File: src/rtl/rc4_pkg.sv
// Shared types for the RC4 key-scheduling datapath: major state encoding, key width
// and the byte type used throughout.
package rc4_pkg;

  localparam int unsigned KEY_BYTES = 3;

  typedef logic [7:0] byte_t;

  typedef enum logic [1:0] {
    StIdle   = 2'd0,
    StFetchI = 2'd1,
    StFetchJ = 2'd2,
    StSwap   = 2'd3
  } state_t;

  // k tracks i mod 3 incrementally, so no divider is ever needed.
  function automatic logic [1:0] next_k(input logic [1:0] k);
    return (k == 2'd2) ? 2'd0 : k + 2'd1;
  endfunction

endpackage

File: src/rtl/key_byte_sel.sv
// Selects the key byte used in the current KSA iteration from the mod-3 counter k.
// key[2] serves k==0, key[1] serves k==1, key[0] serves k==2.
module key_byte_sel
  import rc4_pkg::*;
(
  input  logic [KEY_BYTES-1:0][7:0] i_key,
  input  logic [1:0]                i_k,
  output byte_t                     o_key_byte
);

  always_comb begin
    o_key_byte = '0;
    case (i_k)
      2'd0:    o_key_byte = i_key[2];
      2'd1:    o_key_byte = i_key[1];
      2'd2:    o_key_byte = i_key[0];
      default: o_key_byte = '0;
    endcase
  end

endmodule

File: src/rtl/ram_shuffler.sv
// RC4 KSA shuffle over a 256x8 single-port synchronous RAM preloaded with S[i]=i.
// Each iteration takes six cycles: fetch S[i], fetch S[j], then write both swapped values.
module ram_shuffler
  import rc4_pkg::*;
(
  input  logic                      clk,
  input  logic                      reset,
  input  logic                      start,
  output logic                      finished,
  input  byte_t                     ram_out,
  input  logic [KEY_BYTES-1:0][7:0] key,
  output logic                      write_enable,
  output byte_t                     ram_in,
  output byte_t                     address,
  output byte_t                     iTap,
  output byte_t                     jTap,
  output logic [1:0]                stateTap,
  output byte_t                     siTap,
  output byte_t                     sjTap,
  output logic                      readTap,
  output logic                      writeTap
);

  state_t     r_state, w_state_nxt;
  logic       r_phase, w_phase_nxt;
  byte_t      r_i, w_i_nxt;
  byte_t      r_j, w_j_nxt;
  byte_t      r_si, w_si_nxt;
  byte_t      r_sj, w_sj_nxt;
  logic [1:0] r_k, w_k_nxt;
  logic       r_finished, w_finished_nxt;
  byte_t      w_key_byte;

  key_byte_sel u_key_byte_sel (
    .i_key      (key),
    .i_k        (r_k),
    .o_key_byte (w_key_byte)
  );

  always_ff @(posedge clk or negedge reset) begin
    if (!reset) begin
      r_state    <= StIdle;
      r_phase    <= 1'b0;
      r_i        <= '0;
      r_j        <= '0;
      r_si       <= '0;
      r_sj       <= '0;
      r_k        <= '0;
      r_finished <= 1'b0;
    end else begin
      r_state    <= w_state_nxt;
      r_phase    <= w_phase_nxt;
      r_i        <= w_i_nxt;
      r_j        <= w_j_nxt;
      r_si       <= w_si_nxt;
      r_sj       <= w_sj_nxt;
      r_k        <= w_k_nxt;
      r_finished <= w_finished_nxt;
    end
  end

  // Phase 0 presents the address; phase 1 consumes the RAM data or issues the second write.
  always_comb begin
    w_state_nxt    = r_state;
    w_phase_nxt    = r_phase;
    w_i_nxt        = r_i;
    w_j_nxt        = r_j;
    w_si_nxt       = r_si;
    w_sj_nxt       = r_sj;
    w_k_nxt        = r_k;
    w_finished_nxt = r_finished;

    case (r_state)
      StIdle: begin
        w_phase_nxt = 1'b0;
        if (start) begin
          w_i_nxt        = '0;
          w_j_nxt        = '0;
          w_k_nxt        = '0;
          w_finished_nxt = 1'b0;
          w_state_nxt    = StFetchI;
        end
      end
      StFetchI: begin
        if (!r_phase) begin
          w_phase_nxt = 1'b1;
        end else begin
          w_si_nxt    = ram_out;
          w_j_nxt     = r_j + ram_out + w_key_byte;
          w_phase_nxt = 1'b0;
          w_state_nxt = StFetchJ;
        end
      end
      StFetchJ: begin
        if (!r_phase) begin
          w_phase_nxt = 1'b1;
        end else begin
          w_sj_nxt    = ram_out;
          w_phase_nxt = 1'b0;
          w_state_nxt = StSwap;
        end
      end
      StSwap: begin
        if (!r_phase) begin
          w_phase_nxt = 1'b1;
        end else begin
          w_phase_nxt = 1'b0;
          if (r_i == 8'hFF) begin
            w_finished_nxt = 1'b1;
            w_state_nxt    = StIdle;
          end else begin
            w_i_nxt     = r_i + 8'd1;
            w_k_nxt     = next_k(r_k);
            w_state_nxt = StFetchI;
          end
        end
      end
      default: begin
        w_state_nxt = StIdle;
        w_phase_nxt = 1'b0;
      end
    endcase
  end

  // Moore output decode; S[j] is written first so i==j leaves the original value in place.
  always_comb begin
    address      = '0;
    ram_in       = '0;
    write_enable = 1'b0;
    readTap      = 1'b0;

    case (r_state)
      StFetchI: begin
        address = r_i;
        readTap = ~r_phase;
      end
      StFetchJ: begin
        address = r_j;
        readTap = ~r_phase;
      end
      StSwap: begin
        write_enable = 1'b1;
        address      = r_phase ? r_i : r_j;
        ram_in       = r_phase ? r_sj : r_si;
      end
      default: begin
        address = '0;
      end
    endcase
  end

  assign finished = r_finished;
  assign iTap     = r_i;
  assign jTap     = r_j;
  assign stateTap = r_state;
  assign siTap    = r_si;
  assign sjTap    = r_sj;
  assign writeTap = write_enable;

endmodule

File: config.mk
export PLATFORM = sky130hd
export DESIGN_NAME = ram_shuffler
export DESIGN_NICKNAME = d
export VERILOG_FILES = /design/src/rtl/rc4_pkg.sv /design/src/rtl/key_byte_sel.sv /design/src/rtl/ram_shuffler.sv
export SDC_FILE = /design/constraint.sdc
export NUM_CORES = 1
export LEC_CHECK = 0
export ABC_AREA = 1
export CAP_MARGIN = 20
export CELL_PAD_IN_SITES_DETAIL_PLACEMENT = 1
export CELL_PAD_IN_SITES_GLOBAL_PLACEMENT = 1
export CORE_MARGIN = 2
export CORE_UTILIZATION = 33
export DETAILED_ROUTE_END_ITERATION = 16
export PLACE_DENSITY = 0.81
export RECOVER_POWER = 25
export SLEW_MARGIN = 20
export SYNTH_ARGS = -nofsm -noshare
export SYNTH_HDL_FRONTEND = slang
export SYNTH_SLANG_ARGS = --single-unit
File: constraint.sdc
create_clock -name clk -period 3.8 [get_ports clk]
set_input_delay 0.95 -clock clk [delete_from_list [all_inputs] [get_ports clk]]
set_output_delay 0.95 -clock clk [all_outputs]
set_load 0.01 [all_outputs]
==> results.md <==
- Min setup slack post-route: 392 ps
- Flip-flop and latch area: 951 um^2
- Number of hold violations in the final report: 0
- Detailed Route WL: 8.17 mm
- Vias/cell: 4.91
- Maximum vdd drop: 0.242 mV
- Slack of the worst reg-to-reg path: 1030 ps
- Synth Area per Inst: 7.29 um^2
- Drc violations: 0
- Number of instances on the worst hold path: 2
- Cell accounting for the most synthesized area: sky130_fd_sc_hd__dfrtp_1
- Largest cells by area after synthesis: sky130_fd_sc_hd__dfrtp_1, sky130_fd_sc_hd__nand2_1, sky130_fd_sc_hd__nand3_1
- Synth top cells by count: sky130_fd_sc_hd__nand2_1, sky130_fd_sc_hd__dfrtp_1, sky130_fd_sc_hd__nand3_1
- Number of rows in the core area: 32
- Filler Cells Inserted: 954
- Max Fanout on Critical Path: 10
- Grt peak-use layer: met2
- Asr flop ratio synth: 100%
- Worst Clk Skew: 6.58 ps
- Seq cells post-synth: 38
- Type of element capturing the critical path: primary output
- Syn nets: 409
- Count of TritonRoute iterations in the first routing pass: 4
- Number of enable flip-flop cells after synthesis: 0
- Critical path data arrival time: 2460 ps
- Number of instances in the synthesized netlist: 355
- Maximum achievable frequency: 0.293 GHz
- Worst hold path startpoint: finished
- Maximum number of pins on one net before global-route repair: 39
- Gr usage total: 19.9%
- Clock latency at the later pin of the worst-skew pair: 300 ps
- Die Height: 92.6 um
- CTS Buffer Depth: 2
- Worst hold path class: flip-flop to flip-flop
- R2R Path Start: r_k[0]
- Clock tree root buffer cell: sky130_fd_sc_hd__clkbuf_8
- Share of the clock period used by the worst path: 89.7%
- Violated checks: max-capacitance violations, max-slew violations
- Fin cells: 546
- Reg-to-Reg End: jTap[6]
- Worst Path Required: 2850 ps
- Initial standard-cell utilization of the core: 33.9%
- Vias in the first global route: 2819
- Fraction of synthesized cell area taken by the top area cell type: 36.7%
- CTS H-tree depth: 2
- Share of the yosys chip area belonging to registers: 36.7%
- # hold bufs at CTS: 0
- DIE AREA: 8570 um^2
- Unique masters post-synth: 27
- Initial detailed-routing violation count: 110
- Relative slew slack: -44.9%
- Global routing usage on met1: 24.8%
- Setup repair after global routing missed its margin: no
- Total of warnings raised by yosys: 0
- Worst Reg2Reg Path Length in Cells: 12
- Run status: finished, violations left
- Power, Total: 1.64 mW
- Fin nets: 497
- TritonCTS Buffers: 5
- Pre-CTS worst setup slack: 439 ps
- Number of resized instances in the post-cts repair step: 0
- Clock tree from TritonCTS: done
- Least-Margin Pin Slew: 2170 ps
- Final weighted congestion in routability-driven placement: 0.839
- Max-slew violation count: 39
- IO Port Bufs: 88
- Final core utilization: 47.7%
- Leak: 1.80 nW
- Vias after detailed routing: 2681
- Most used standard cell by instance count after synthesis: sky130_fd_sc_hd__nand2_1
- Number of diodes added for antenna fixing: 0
- Critical Setup Path Class: flip-flop to primary output
- Min Tclk post-route: 3410 ps
- Sort of element at the start of the critical path: flip-flop
- I/O pin count: 89
- Most used flip-flop cell after synthesis: sky130_fd_sc_hd__dfrtp_1
- Met2 Resource Use GR: 35.6%
- Number of cells in the design after placement: 538
- Average wire length per cell after detail routing: 15.0 um
- Layout cell share with drive strength beyond 1: 4.50%
- Core region area: 7650 um^2
- Area delta synth->final: 40.8%
- MaxCap Viol Count: 1
- Count of nets left with antenna violations after detail routing: 0
- Final setup violation count: 0
- Post-DP HPWL: 6.59 mm
- Overall overflow remaining after global route: 0
- Chip Width: 92.6 um
- Number of antenna violations at the first check in global routing: 0
- Clock transition at the registers of the reported paths: 80 ps
- Met3 track utilization from global routing: 2.36%
- Cell area after synthesis: 2590 um^2
- Global-route wire length before repair: 13.5 mm
- Area occupied by multi-input gates: 1430 um^2
- Power density normalized to cell area: 450 nW/um^2
- Capture endpoint of the worst hold path: finished
- CTS Sinks: 38
- Summed negative setup slack over all endpoints: 0 ps
- Post-CTS setup buffer count: 0
cell type report:
cell class	instances	share of cell area [%]
clock inverter	2	0.343
multi-input combinational	269	39.3
clock buffer	6	2.26
tap	102	3.50
sequential	38	26.1
inverter	39	4.15
timing repair buffer	90	24.4
cell usage in the layout, fill, tap and decap left out, types with 8 or more instances in the layout:
cell type                         count
sky130_fd_sc_hd__o21ai_0             26
sky130_fd_sc_hd__nand2_1            137
sky130_fd_sc_hd__fa_1                 8
sky130_fd_sc_hd__clkdlybuf4s50_1     87
sky130_fd_sc_hd__dfrtp_1             38
sky130_fd_sc_hd__nand3_1             36
sky130_fd_sc_hd__ha_1                11
sky130_fd_sc_hd__a21oi_1             15
sky130_fd_sc_hd__nor2_1              13
sky130_fd_sc_hd__inv_1               35
per-layer routing:
metal  wire length (um)  up-vias  part of all wire [%]
met5                  0        -                     0
met4                145        0                   1.8
met3                214       12                   2.6
met2               4300       45                    53
met1               3510     1317                    43
li1                   -     1307                     -
per-stage QoR:
stage	cell area, um^2	hold WS [ps]
after floorplan	2590	515
after global placement	3550	465
after detailed placement	3550	473
after CTS	3650	494
after global routing	3650	531
final	3650	491
logic make-up after synthesis:
| logic type | synth area share (%) |
|---|---|
| adders and majority gates | 11.5 |
| buffers and inverters | 7.97 |
| muxes | 0.387 |
| DFF | 36.7 |
| AOI/OAI and AO/OA | 9.62 |
| and+or+nand+nor | 31.8 |
| xor gates and xnor gates | 2.03 |
worst max path at each step:
stage / from / endpoint / slack (ps)
2_1_floorplan: key[17] / jTap[7] / 1060
3_3_place_gp: key[17] / jTap[7] / 530
3_5_place_dp: ram_out[1] / jTap[7] / 440
4_1_cts: stateTap[0] / address[1] / 380
5_1_grt: stateTap[0] / address[1] / 240
6_report: stateTap[0] / address[1] / 390
state kept, by name (all words and copies together) (netlist names):
signal and cells:
stateTap 2, finished 1, jTap 8, sjTap 8, iTap 8, siTap 8, r_k 2, r_phase 1
critical path, cell delays in order (launching register included):
cell                              delay [ps]
sky130_fd_sc_hd__dfrtp_1                 440
sky130_fd_sc_hd__ha_1                    290
sky130_fd_sc_hd__buf_4                   230
sky130_fd_sc_hd__nand2_1                  70
sky130_fd_sc_hd__nand2_1                 250
sky130_fd_sc_hd__nand2_1                  90
sky130_fd_sc_hd__a21oi_1                 220
sky130_fd_sc_hd__clkdlybuf4s50_1         570
power by group:
| group | switching [mW] | internal, mW |
|---|---|---|
| Combinational | 0.409 | 0.395 |
| Clock | 0.155 | 0.146 |
| Sequential | 0.0804 | 0.456 |
| Total | 0.645 | 0.997 |
(Power assumes the default switching activity.)
